File: src/rtl/c3lib_scan_seq_ctrl.sv
// Scan chain sequencer: serially loads a pattern, optionally runs functional
// capture cycles, then unloads the chain into a parallel response.
module c3lib_scan_seq_ctrl #(
    parameter int CHAIN_LEN   = 8,
    parameter int CAPTURE_CYC = 1,
    parameter int CNT_W       = $clog2(CHAIN_LEN + CAPTURE_CYC + 1)
) (
    input  logic                 clk,
    input  logic                 rst,
    input  logic                 req_valid,
    output logic                 req_ready,
    input  logic [CHAIN_LEN-1:0] req_pattern,
    input  logic                 req_capture,
    input  logic                 abort,
    output logic                 rsp_valid,
    input  logic                 rsp_ready,
    output logic [CHAIN_LEN-1:0] rsp_data,
    output logic                 scan_en,
    output logic                 scan_in,
    input  logic                 scan_out,
    output logic                 busy
);

    typedef enum logic [2:0] {
        IDLE,
        LOAD,
        CAPTURE,
        UNLOAD,
        RESP
    } state_t;

    localparam logic [CNT_W-1:0] CHAIN_LAST = CNT_W'(CHAIN_LEN - 1);
    localparam logic [CNT_W-1:0] CAP_LAST   = CNT_W'(CAPTURE_CYC - 1);

    state_t               state;
    logic [CNT_W-1:0]     cnt;
    logic [CHAIN_LEN-1:0] pat_q;
    logic                 cap_q;

    // State and outputs share one edge: the state names the cycle the
    // registered scan_en/scan_in are currently driving.
    always_ff @(posedge clk or posedge rst) begin
        if (rst) begin
            state     <= IDLE;
            cnt       <= '0;
            pat_q     <= '0;
            cap_q     <= 1'b0;
            req_ready <= 1'b1;
            rsp_valid <= 1'b0;
            rsp_data  <= '0;
            scan_en   <= 1'b0;
            scan_in   <= 1'b0;
            busy      <= 1'b0;
        end else if (abort && (state == LOAD || state == CAPTURE || state == UNLOAD)) begin
            state     <= IDLE;
            cnt       <= '0;
            scan_en   <= 1'b0;
            scan_in   <= 1'b0;
            req_ready <= 1'b1;
            busy      <= 1'b0;
        end else begin
            case (state)
                IDLE: begin
                    if (req_valid && req_ready) begin
                        state     <= LOAD;
                        cnt       <= '0;
                        pat_q     <= req_pattern << 1;
                        cap_q     <= req_capture;
                        scan_en   <= 1'b1;
                        scan_in   <= req_pattern[CHAIN_LEN-1];
                        req_ready <= 1'b0;
                        busy      <= 1'b1;
                    end
                end
                LOAD: begin
                    if (cnt == CHAIN_LAST) begin
                        cnt     <= '0;
                        scan_in <= 1'b0;
                        if (cap_q) begin
                            state   <= CAPTURE;
                            scan_en <= 1'b0;
                        end else begin
                            state   <= UNLOAD;
                            scan_en <= 1'b1;
                        end
                    end else begin
                        cnt     <= cnt + CNT_W'(1);
                        scan_in <= pat_q[CHAIN_LEN-1];
                        pat_q   <= pat_q << 1;
                    end
                end
                CAPTURE: begin
                    if (cnt == CAP_LAST) begin
                        state   <= UNLOAD;
                        cnt     <= '0;
                        scan_en <= 1'b1;
                    end else begin
                        cnt <= cnt + CNT_W'(1);
                    end
                end
                UNLOAD: begin
                    for (int unsigned i = 0; i < CHAIN_LEN; i++) begin
                        if (cnt == CNT_W'(CHAIN_LEN - 1 - i))
                            rsp_data[i] <= scan_out;
                    end
                    if (cnt == CHAIN_LAST) begin
                        state     <= RESP;
                        cnt       <= '0;
                        scan_en   <= 1'b0;
                        rsp_valid <= 1'b1;
                    end else begin
                        cnt <= cnt + CNT_W'(1);
                    end
                end
                RESP: begin
                    if (rsp_ready) begin
                        state     <= IDLE;
                        rsp_valid <= 1'b0;
                        req_ready <= 1'b1;
                        busy      <= 1'b0;
                    end
                end
                default: begin
                    state     <= IDLE;
                    cnt       <= '0;
                    scan_en   <= 1'b0;
                    scan_in   <= 1'b0;
                    rsp_valid <= 1'b0;
                    req_ready <= 1'b1;
                    busy      <= 1'b0;
                end
            endcase
        end
    end

endmodule

File: config.mk
export PLATFORM = sky130hd
export DESIGN_NAME = c3lib_scan_seq_ctrl
export DESIGN_NICKNAME = d
export VERILOG_FILES = /design/src/rtl/c3lib_scan_seq_ctrl.sv
export SDC_FILE = /design/constraint.sdc
export NUM_CORES = 1
export LEC_CHECK = 0
export ABC_AREA = 1
export BUFFER_PORTS_ARGS = -buffer_cell sky130_fd_sc_hd__buf_2
export CAP_MARGIN = 40
export CORE_MARGIN = 4
export CORE_UTILIZATION = 55
export CTS_CLUSTER_DIAMETER = 50
export CTS_CLUSTER_SIZE = 20
export DETAILED_ROUTE_END_ITERATION = 10
export HOLD_SLACK_MARGIN = 0.08
export PLACE_DENSITY = 0.81
export SLEW_MARGIN = 5
export SYNTH_ARGS = -nofsm -noshare
export SYNTH_HDL_FRONTEND = slang
export SYNTH_SLANG_ARGS = --single-unit
File: constraint.sdc
create_clock -name clk -period 2.15 [get_ports clk]
set_clock_uncertainty 0.2 [all_clocks]
set_input_delay 0.3225 -clock clk [delete_from_list [all_inputs] [get_ports clk]]
set_output_delay 0.3225 -clock clk [all_outputs]
set_load 0.01 [all_outputs]
==> run_results.csv, run 1 <==
group,metric,value,unit
final_layout,drive_gt1_share,24.2,%
pwr,vdd_drop_max,0.000901,V
worst_hold_path,hold_path.class,"in2reg",
sta,worst_slew_pin_slew,478,ps
routing,postRouteAntennaNets,0,
clock_network,cts_root_buf,"clkbuf_4",
final_layout,final_cell_mix,"nand2_1, inv_1, dfrtp_1, buf_2, o21ai_0",
sta,finalMaxSlewViolations,0,
global_routing,grt_usage,18.2,%
logic_synthesis,ys_seq_area_share,45.1,%
sta,fmax,0.539,GHz
global_routing,overflow,0,
clock_network,cts_tree,"yes",
place,dp_hpwl,2330,um
floorplan,fp-row-count,19,
sta,rsz0062_at_grt,"no",
floorplan,fp.coreArea,0.00273,mm2
setup_path,cp-start-kind,"flop",
clock_network,path_clk_slew,150,ps
place,io_buffers,27,
setup_path,path_class,"reg2reg",
logic_synthesis,syn_nets,213,
sta,finalHoldViolCount,0,
routing,drc,0,
clock_network,cts_made_buffers,3,
setup_path,crit_family,"compound AO/OA/AOI/OAI gates",
setup_path,crit_path_max_fanout,12,
routing,wire_per_inst,12.2,um
worst_hold_path,hold_depth,5,
clock_network,clk_latency,320,ps
global_routing,antenna_found_initial,0,
pwr,p_leak,0.967,nW
setup_path,worstPathCellList,"ha_1, nand3_1, nand2_2, a21oi_4, nand2_1, o21ai_2",
final_layout,area_delta_synth_final,14.9,%
clock_network,postCtsHoldBufs,3,
sta,setup_viol,0,
logic_synthesis,synth_cell_types,27,
routing,drtPass1Iterations,4,
logic_synthesis,synth_area,0.00156,mm2
floorplan,die_w,61.2,um
clock_network,cts.sinks,28,
final_layout,nNetsFinal,247,
sta,fin_ws,295,ps
logic_synthesis,syn_area_per_cell,8.03,um2
routing,dr.first_iter.drc_count,45,
setup_path,worstPathArrival,1920,ps
clock_network,cts-resized-gates,0,
job,drv_cap,0,
pwr,powerDensity,1250,mW/mm2
setup_path,r2r_cells,6,
global_routing,grt_max_degree,29,
final_layout,layout_commonest_cell,"nand2_1",
floorplan,die_h,61.2,um
sta,fin_crit_sh,86.3,%
setup_path,slowest_stage,"dfrtp_1",
routing,num_vias,1332,
logic_synthesis,syn_inst,194,
routing,drt-vias-per-instance,5.16,
place,dp_slack,325,ps
floorplan,dieArea,0.00375,mm2
setup_path,crit_cells,6,
sta,maxSlewHeadroom,68.0,%
clock_network,cts_setup_buffers,0,
floorplan,initial_core_util,57.0,%
floorplan,io_pins,28,
setup_path,critPathCaptureType,"flop",
setup_path,crit_buf_inv,0,
final_layout,antennaDiodeCount,0,
status,outcome,"finished clean",
sta,fin_crit,1850,ps
setup_path,max_stage_delay,440,ps
logic_synthesis,synth-seq-cells,28,
clock_network,cts_buffer_depth,2,
global_routing,grt_pass1_vias,1190,
place,gp_congestion,0.827,
global_routing,grt_first_pass_wirelength,5110,um
clock_network,ctsHtreeMaxLevel,1,
routing,routed_wl,3140,um
logic_synthesis,yosysWarnings,0,
sta,fin_setup_tns,0,ps
setup_path,crit_required,2220,ps
==> flip-flops by register name, indices dropped and copies added (netlist names) <==
register and cells:
cap_q 1, scan_en 1, rsp_data 8, cnt 4
scan_in 1, state 3, req_ready 1, rsp_valid 1
pat_q 7, busy 1
==> worst register-to-register path, cell delays in order, from the launching register on <==
cell,delay (ps)
dfrtp_1,440
ha_1,260
nand3_1,170
nand2_2,120
a21oi_4,410
nand2_1,120
o21ai_2,80
==> stage by stage <==
stage / utilization, % / power [mW] / instance area, um2 / instances / hold WS (ps)
CTS: 65.5 / 2.25 / 1790 / 258 / 92.9
global route: 65.5 / 2.45 / 1790 / 258 / 99.9
finish: 65.5 / 2.23 / 1790 / 258 / 93.5
global placement: 62.5 / 1.86 / 1710 / 251 / 196
floorplan: - / 1.71 / 1560 / 194 / 187
detailed placement: 62.5 / 1.89 / 1710 / 251 / 217
==> where the power goes <==
| part | internal [mW] | switching (mW) |
|---|---|---|
| Clock | 0.189 | 0.152 |
| Sequential | 0.704 | 0.106 |
| Combinational | 0.377 | 0.706 |
| Total | 1.27 | 0.964 |
==> cell type report <==
class,count,area (um2)
clock inverters,1,30.0
clock buffers,3,22.5
well taps,31,38.8
inverters,30,115
flip-flops and latches,28,702
repair buffers,31,173
fillers,248,943
multi-input cells,134,709
==> final timing paths <==
| check | from | to | slack [ps] |
|---|---|---|---|
| max | cnt[0]$_DFFE_PP0P_ | pat_q[5]$_DFFE_PP0P_ | 300 |
| min | req_pattern[1] | pat_q[2]$_DFFE_PP0P_ | 90 |
| max reg2reg | cnt[0]$_DFFE_PP0P_ | pat_q[5]$_DFFE_PP0P_ | 300 |
| min reg2reg | scan_en$_DFFE_PP0P_ | scan_en$_DFFE_PP0P_ | 290 |
| max in group asynchronous | rst | req_ready$_DFFE_PP1P_ | 1050 |
| min in group asynchronous | rst | rsp_data[1]$_DFFE_PP0P_ | 400 |
==> cells by family after synthesis <==
kind of cell	after synthesis	synth area share (%)
and+or+nand+nor	90	26.4
AOI/OAI and AO/OA	39	15.3
buffers and inverters	32	9.40
DFF	28	45.1
adders and majority gates	4	3.21
xor gates and xnor gates	1	0.562
==> per-layer routing <==
metal / wire length [um] / GRT usage [%] / up-vias
met2: 1500 / 29.2 / 32
met1: 1480 / 25.1 / 610
met5: 0 / 0 / -
li1: - / - / 684
met3: 124 / 2.73 / 6
met4: 36 / 6.81 / 0
==> synthesized netlist by cell type (all sizes together) <==
| cell | n | area, um2 |
|---|---|---|
| a21oi | 6 | 41.3 |
| a31oi | 1 | 6.26 |
| nand3 | 16 | 80.1 |
| inv | 30 | 115 |
| a21boi | 1 | 7.51 |
| nor3 | 1 | 16.3 |
| nand3b | 1 | 7.51 |
| o21ai | 29 | 168 |
| a32oi | 1 | 8.76 |
| buf | 2 | 31.3 |
| o21a | 1 | 7.51 |
| xor2 | 1 | 8.76 |
| dfstp | 1 | 26.3 |
| nand2 | 62 | 260 |
| nor2 | 10 | 47.6 |
| ha | 4 | 50.1 |
| dfrtp | 27 | 676 |
(Power assumes the default switching activity.)
==> run 2: changes to the inputs <==
- CORE_UTILIZATION: 55 -> 49
- PLACE_DENSITY: 0.81 -> 0.76
- SLEW_MARGIN: 5 -> 15
- clock period: 2.15 -> 1.6 ns (I/O delays scaled with it)
==> run 2 against run 1 <==
The flow now finishes with violations (negative setup slack). Clock power increased by 2%. Highest routed layer unchanged. Worst hold slack improved by 37 ps. First-iteration DRC count increased by 36%. Combinational power increased by 98%.
==> run_results.csv, run 2 (synthesis gave the netlist of run 1 again) <==
group,metric,value,unit
status,outcome,"finished with violations",
status,violations,"negative setup slack",
floorplan,die_w,64.4,um
setup_path,crit_cells,7,
routing,dr.first_iter.drc_count,61,
floorplan,fp.coreArea,0.00305,mm2
routing,wire_per_inst,12.6,um
clock_network,path_clk_slew,150,ps
sta,fin_crit,1630,ps
sta,finalMaxSlewViolations,0,
global_routing,grt_pass1_vias,1473,
final_layout,final_area,0.00221,mm2
final_layout,largest_reg_flops,8,
place,placed_area,0.00181,mm2
final_layout,top_register,"rsp_data",
global_routing,grt_max_degree,29,
clock_network,cts_buffer_depth,2,
final_layout,final_util,72.4,%
sta,finalHoldViolCount,0,
setup_path,worstPathArrival,1670,ps
setup_path,reg2reg_to,"pat_q[7]$_DFFE_PP0P_",
global_routing,antenna_found_initial,0,
routing,drc,0,
sta,fin_crit_sh,102,%
setup_path,crit_family,"flip-flops",
pwr,total_power,3.61,mW
sta,rsz0062_at_grt,"yes",
setup_path,path_class,"reg2reg",
final_layout,nNetsFinal,281,
final_layout,layout_commonest_cell,"nand2_1",
routing,postRouteAntennaNets,0,
floorplan,fp-row-count,20,
place,io_buffers,27,
routing,routed_wl,3850,um
sta,maxSlewHeadroom,76.7,%
setup_path,r2r_start,"state[1]$_DFFE_PP0P_",
setup_path,critPathCaptureType,"flop",
final_layout,antennaDiodeCount,0,
clock_network,cts_made_buffers,3,
worst_hold_path,hold_path.class,"in2reg",
clock_network,ctsHtreeMaxLevel,1,
pwr,p_leak,1.14,nW
floorplan,initial_core_util,51.0,%
setup_path,worstPathCellList,"inv_1, nand2_2, nand3_2, nand2_2, a21oi_4, clkbuf_16, o21ai_2",
global_routing,overflow,0,
pwr,powerDensity,1630,mW/mm2
global_routing,grt_first_pass_wirelength,6130,um
clock_network,cts.sinks,28,
final_layout,drive_gt1_share,38.3,%
clock_network,cts_root_buf,"clkbuf_4",
setup_path,critPathCapture,"pat_q[7]$_DFFE_PP0P_",
pwr,vdd_drop_max,0.000723,V
setup_path,crit_buf_inv,2,
setup_path,regToRegSetupSlack,-30,ps
setup_path,crit_path_max_fanout,6,
floorplan,dieArea,0.00415,mm2
floorplan,die_h,64.4,um
setup_path,max_stage_delay,500,ps
routing,drt-vias-per-instance,4.96,
clock_network,cts_tree,"yes",
setup_path,r2r_cells,7,
final_layout,regArea,706,um2
clock_network,clk_latency,330,ps
final_layout,multiInputGateArea,818,um2
routing,drtPass1Iterations,4,
final_layout,n_fill_cell,240,
setup_path,critPathLaunch,"state[1]$_DFFE_PP0P_",
final_layout,top_regs,"rsp_data (8), pat_q (7), cnt (4)",
sta,fmax,0.615,GHz
global_routing,grt_usage,18.7,%
place,dp_hpwl,2390,um
sta,fin_ws,-25.6,ps
sta,setup_viol,6,
sta,hold_slack,131,ps
job,drv_cap,0,
sta,worst_slew_pin_slew,349,ps
setup_path,slowest_stage,"dfrtp_2",
place,gp_congestion,0.889,
routing,num_vias,1512,
setup_path,crit_top_cell,"nand2_2",
setup_path,crit_required,1640,ps
floorplan,io_pins,28,
final_layout,area_delta_synth_final,41.8,%
setup_path,cp-start-kind,"flop",
final_layout,final_cell_mix,"nand2_1, buf_2, inv_1, dfrtp_1, buf_4",
[run 2: changes by cell type in the layout (fill, tap and decap cells not counted), sizes merged]
cell         change
nor3             +1
bufinv           -1
buf             +22
clkbuf           +2
dlygate4sd3     +10
[run 2: worst min-delay path: cells and delay by family]
family / cells / cell delay [ps]
compound gates: 1 / 70
buf+inv: 1 / 100
simple gates: 3 / 230
[run 2: worst min-delay path by stage]
stage	startpoint	endpoint	cells past startpoint
after global routing	req_valid	busy$_DFFE_PP0P_	5
after floorplan	rst	busy$_DFFE_PP0P_	1
final	req_valid	cap_q$_DFFE_PP0P_	5
after CTS	req_valid	cap_q$_DFFE_PP0P_	5
after detailed placement	rst	pat_q[3]$_DFFE_PP0P_	3
after global placement	rst	rsp_data[0]$_DFFE_PP0P_	3
[run 2: report_power, final]
part,leakage [nW],internal [mW],switching [mW]
clock network,0.0210,0.139,0.208
logic,0.758,0.975,1.16
registers,0.360,0.952,0.171
[run 2: layout make-up]
type                       instances  share of cell area (%)
clock buffer                       4                    1.64
multi-input combinational        135                    37.0
sequential                        28                    31.9
timing repair buffer              64                    21.7
inverter                          30                    5.21
tap                               44                    2.49
[run 2: routing by layer]
| metal | part of all wire, % | vias to the layer above | global-route usage [%] |
|---|---|---|---|
| met2 | 52 | 34 | 32.9 |
| met3 | 2.6 | 10 | 2.81 |
| met1 | 43 | 711 | 22.9 |
| met4 | 2.3 | 0 | 6.86 |
| met5 | 0 | - | 0 |
| li1 | - | 757 | - |
[run 2: timing repair]
action,CTS,global route
endpoints found under the setup margin,11,23
hold endpoints to repair,43,0
pin swaps,2,10
setup buffers,5,7
hold buffers,13,0
gates cloned,0,2
resized for setup,6,30
[run 2: stage by stage]
step	std cells	setup TNS (ps)	setup WS (ps)
after global routing	305	-854	-83.8
after floorplan	194	0	22.5
after detailed placement	274	-162	-29.4
after CTS	296	0	11.2
after global placement	274	-57.0	-27.5
final	305	-138	-25.6
